**config.mk**
```make
export PLATFORM = sky130hd
export DESIGN_NAME = fetch_stage
export DESIGN_NICKNAME = d
export VERILOG_FILES = /design/src/rtl/fetch_stage.sv
export SDC_FILE = /design/constraint.sdc
export NUM_CORES = 1
export LEC_CHECK = 0
export ABC_AREA = 1
export BUFFER_PORTS_ARGS = -buffer_cell sky130_fd_sc_hd__buf_2
export CORE_ASPECT_RATIO = 1.2
export CORE_MARGIN = 2
export CORE_UTILIZATION = 52
export CTS_CLUSTER_SIZE = 8
export DETAILED_ROUTE_END_ITERATION = 7
export HOLD_SLACK_MARGIN = 0.02
export PLACE_DENSITY_LB_ADDON = 0.08
export RECOVER_POWER = 50
export SLEW_MARGIN = 0
export SYNTH_ARGS = -nofsm -noshare
export SYNTH_HDL_FRONTEND = slang
export SYNTH_SLANG_ARGS = --single-unit
export TNS_END_PERCENT = 100
```
**constraint.sdc**
```tcl
create_clock -name clk -period 2.5 [get_ports clk]
set_input_delay 0.5 -clock clk [delete_from_list [all_inputs] [get_ports clk]]
set_output_delay 0.5 -clock clk [all_outputs]
set_load 0.05 [all_outputs]
```
**src/rtl/fetch_stage.sv**
```systemverilog
// fetch_stage: instruction fetch with a single outstanding SRAM-like request,
// a one-entry hold buffer for stage-2 stalls, and redirect cancellation.
module fetch_stage #(
  parameter logic [31:0] PC_RESET = 32'hBFC00000,
  parameter int          BUS_W    = 64
) (
  input  logic             clk,
  input  logic             rst,
  output logic             inst_req,
  output logic [31:0]      inst_addr,
  input  logic             inst_addr_ok,
  input  logic             inst_data_ok,
  input  logic [31:0]      inst_rdata,
  input  logic             br_taken_in,
  input  logic [31:0]      br_target_in,
  input  logic             stage2_allowin_in,
  output logic             stage1_to_stage2_valid_out,
  output logic [BUS_W-1:0] stage1_to_stage2_bus_out
);
  typedef enum logic [1:0] {S_REQ, S_WAIT, S_HOLD} state_t;
  state_t      state_q, state_d;
  logic [31:0] pc_q, pc_d, inst_buf_q, inst_buf_d;
  logic        cancel_q, cancel_d, handoff;
  assign inst_req  = (state_q == S_REQ) && rst;
  assign inst_addr = pc_q;
  assign stage1_to_stage2_valid_out = rst && ((state_q == S_HOLD) ||
                                      ((state_q == S_WAIT) && inst_data_ok && !cancel_q));
  assign stage1_to_stage2_bus_out = rst ?
    {pc_q, (state_q == S_HOLD) ? inst_buf_q : inst_rdata} : '0;
  assign handoff = stage1_to_stage2_valid_out && stage2_allowin_in;
  always_comb begin
    pc_d       = br_taken_in ? br_target_in : handoff ? pc_q + 32'd4 : pc_q;
    state_d    = state_q;
    cancel_d   = cancel_q;
    inst_buf_d = inst_buf_q;
    case (state_q)
      S_REQ: begin
        // an accepted request is for the old pc if a redirect lands in the same cycle
        state_d  = inst_addr_ok ? S_WAIT : S_REQ;
        cancel_d = inst_addr_ok ? br_taken_in : cancel_q;
      end
      S_WAIT: begin
        if (inst_data_ok) begin
          state_d    = (cancel_q || handoff || br_taken_in) ? S_REQ : S_HOLD;
          cancel_d   = 1'b0;
          inst_buf_d = (cancel_q || handoff || br_taken_in) ? inst_buf_q : inst_rdata;
        end else begin
          cancel_d = cancel_q || br_taken_in;
        end
      end
      S_HOLD:  state_d = (handoff || br_taken_in) ? S_REQ : S_HOLD;
      default: state_d = S_REQ;
    endcase
  end
  always_ff @(posedge clk or negedge rst) begin
    if (!rst) begin
      state_q    <= S_REQ;
      pc_q       <= PC_RESET;
      cancel_q   <= 1'b0;
      inst_buf_q <= '0;
    end else begin
      state_q    <= state_d;
      pc_q       <= pc_d;
      cancel_q   <= cancel_d;
      inst_buf_q <= inst_buf_d;
    end
  end
endmodule

```
==> results.sh <==
export IMPL_timing_critical_path_slowest_cell_delay_ns=0.41
export IMPL_muxShareOfSynthArea_pct=0
export IMPL_timing_critical_path_mode_cell="nor2_1"
export IMPL_tightestPinTransition_ns=1.07
export IMPL_timing_fmax_mhz=436
export IMPL_clock_sink_count=67
export IMPL_final_design_area_no_fill_um2=5520
export IMPL_nFillCells=834
export IMPL_number_of_global_route_vias_before_repair=4497
export IMPL_grt_setup_unrepaired="no"
export IMPL_cts_resized=0
export IMPL_fin_tns_setup_ns=0
export IMPL_ff_latch_area_um2=1690
export IMPL_critical_path_max_fanout=32
export IMPL_leakagePower_nw=3.09
export IMPL_timing_clock_skew_ns=0.00665
export IMPL_initial_utilization_pct=54.2
export IMPL_insertion_delay_ns=0.34
export IMPL_layout_area_overhead_vs_synth_pct=24.4
export IMPL_drv_cap=0
export IMPL_die_y_um=105
export IMPL_synth_compound_area_share_pct=6.20
export IMPL_drv_slew=0
export IMPL_place_hpwl_mm=9.34
export IMPL_ant_nets=0
export IMPL_grt_antenna_before_repair=0
export IMPL_post_route_cells_drive_above_1_share_pct=20.0
export IMPL_synthCells=713
export IMPL_dr_first_iter_drc_count=178
export IMPL_critical_path_endpoint_type="output pin"
export IMPL_grt_overflow_total=0
export IMPL_worst_vdd_rail_ir_drop_v=0.000356
export IMPL_root_cell_of_the_clock_tree="clkbuf_8"
export IMPL_worst_endpoint_required_ns=2.00
export IMPL_final_setup_viol_count=0
export IMPL_yosys_warnings=0
export IMPL_multi_input_comb_area_um2=2310
export IMPL_drc=0
export IMPL_cts_root_to_sink_buffers=2
export IMPL_detailroute_via_count=4990
export IMPL_crit_path_top_delay_cell="dfrtp_1"
export IMPL_detail_route_wirelength_mm=12.6
export IMPL_post_route_min_period_ns=2.30
export IMPL_first_pass_iters=4
export IMPL_holdCritPathClass="in2async"
export IMPL_cts_tree="yes"
export IMPL_cts_hold_buf=0
export IMPL_grt_pass1_wl_mm=20.4
export IMPL_final_min_period_over_clock_period_pct=91.8
export IMPL_htree_num_levels=3
export IMPL_syn_avg_cell_area_um2=6.23
export IMPL_data_arrival_critical_path_ns=1.80
export IMPL_cts_clk_pin_slew_worst_paths_ns=0.07
export IMPL_tritoncts_num_buffers=9
export IMPL_syn_nets=784
export IMPL_slew_headroom_pct=28.9
export IMPL_outcome="finished, final reports clean"
export IMPL_synthXorXnorAreaFrac_pct=1.78
export IMPL_placedInstanceArea_um2=5380
export IMPL_ys_seq_area_share_pct=38.0
export IMPL_via_per_inst=5.05
export IMPL_mappedNetlistArea_um2=4440
export IMPL_dominant_combinational_cell_family_by_area_after_synthesis="simple AND/OR/NAND/NOR gates"
export IMPL_io_pins=168
export IMPL_grt_start_max_net_pins=40
export IMPL_path_cells="inv_2 -> nand2_2 -> inv_1 -> buf_4 -> nor2_1 -> nor2_1 -> buf_2"
export IMPL_power_per_standard_cell_area_nw_per_um2=779
export IMPL_num_nets_final=942
export IMPL_yosys_register_bits=67
export IMPL_yosys_area_share_adder_pct=0.282
export IMPL_track_usage_pct=27.5
export IMPL_floorplan_core_area_um2=8200
export IMPL_yosysUniqueCellTypes=29
export IMPL_diodes=0
export IMPL_cts_setup_buffers=0
export IMPL_die_width_um=88.3
export IMPL_routed_wire_per_std_cell_um=12.7
export IMPL_finalHoldViolations=0
export IMPL_row_count=36
export IMPL_globalplace_congestion=0.993
export IMPL_place_port_buffers=167
export IMPL_critPathKind="reg2out"
export IMPL_startpoint_type="flop"
export IMPL_synth_simple_gate_area_share_pct=44.1
export IMPL_floorplan_die_area_um2=9300
## sequential cells by signal (all words and copies together), names as in the netlist
register / cells
inst_addr: 32
inst_buf_q: 32
state_q: 2
cancel_q: 1
## final timing paths
check / cells after the start / to / slack [ns] / from
setup / recovery: 7 / stage1_to_stage2_bus_out[24] / 0.20 / state_q[0]
hold / removal: 1 / inst_buf_q[29] / 0.05 / rst
setup reg to reg: 10 / inst_buf_q[0] / 0.32 / state_q[1]
hold reg to reg: 2 / inst_buf_q[23] / 0.47 / inst_buf_q[23]
max in group asynchronous: 2 / inst_buf_q[21] / 1.28 / rst
min in group clk: 3 / inst_addr[1] / 0.36 / br_target_in[1]
## layout by cell type, fill, tap and decap left out, drive strengths merged
cell type / n
nand3b: 2
or2: 2
buf: 146
o21ai: 44
nand3: 75
clkinv: 1
clkbuf: 48
o211ai: 5
dfrtp: 58
nor2: 127
o21bai: 1
a21oi: 2
bufinv: 2
nand4: 4
ha: 1
nor3: 3
inv: 67
xnor2: 7
nand2: 269
xor2: 2
dfstp: 9
## cells in the mapped netlist
library cell    n  area [um2]
buf_1           3        11.3
inv_2           2        7.51
a21oi_1         2        10.0
nand3_1        74         370
nand2_2         3        18.8
buf_4           5        37.5
dfrtp_1        58        1450
nand2_1       266         998
nor2_2          4        25.0
dfstp_2         9         236
xnor2_1         7        61.3
nand4_2         1        12.5
o211ai_1        5        37.5
xor2_1          2        17.5
clkinv_1        1        3.75
or2_2           2        12.5
clkbuf_1       16        60.1
buf_2           8        40.0
ha_1            1        12.5
o21bai_1        1        7.51
buf_6           2        22.5
nand4_1         3        18.8
nand3b_1        2        15.0
nor3_1          3        15.0
nand3_2         1        10.0
o21ai_0        43         215
nor2_1        123         462
inv_1          65         244
o21ai_1         1        5.00
## area by class of cell
cell class                 instances  area share [%]
clock buffer                      13            2.70
clock inverter                     2            1.09
inverter                          68            4.62
multi-input combinational        544            41.8
sequential                        67            30.6
tap                              114            2.58
timing repair buffer             181            16.6
## per-layer routing
metal	wire length, um	part of all wire (%)	global-route usage, %	vias up
li1	-	-	-	2520
met1	5180	41	34.4	2266
met2	6340	50	47.4	186
met3	807	6.4	5.09	18
met4	246	2.0	8.55	0
met5	0	0	0	-
## metrics by stage
| step | hold slack [ns] | total power [mW] | utilization, % | setup WS, ns | cells |
|---|---|---|---|---|---|
| 2_1_floorplan | 0.204 | 2.92 | - | 0.153 | 713 |
| 3_3_place_gp | 0.416 | 3.32 | 65.6 | 0.500 | 974 |
| 3_5_place_dp | 0.414 | 3.36 | 65.6 | 0.425 | 974 |
| 4_1_cts | 0.0404 | 4.36 | 68.2 | 0.176 | 989 |
| 5_1_grt | 0.0454 | 4.59 | 67.4 | 0.0374 | 989 |
| 6_report | 0.0489 | 4.30 | 67.4 | 0.204 | 989 |
## power breakdown
group / leakage [nW] / switching, mW / internal (mW) / total [mW]
clock network: 0.104 / 0.400 / 0.585 / 0.986
logic: 2.18 / 1.22 / 0.425 / 1.64
registers: 0.810 / 0.256 / 1.42 / 1.68
## cells by family (layout without fill, tap and decap cells)
kind of cell | count (synthesis) | in the layout
and+or+nand+nor | 482 | 482
AOI/OAI and AO/OA | 52 | 52
buffers and inverters | 102 | 264
xor gates and xnor gates | 9 | 9
DFF | 67 | 67
adders and majority gates | 1 | 1
## critical path: cells and delay by family, from the launching register on
family / cells / cell delay, ns
buffers and inverters: 4 / 0.73
DFF: 1 / 0.41
and+or+nand+nor: 3 / 0.31
No activity file was read; power rests on OpenSTA's default activity.
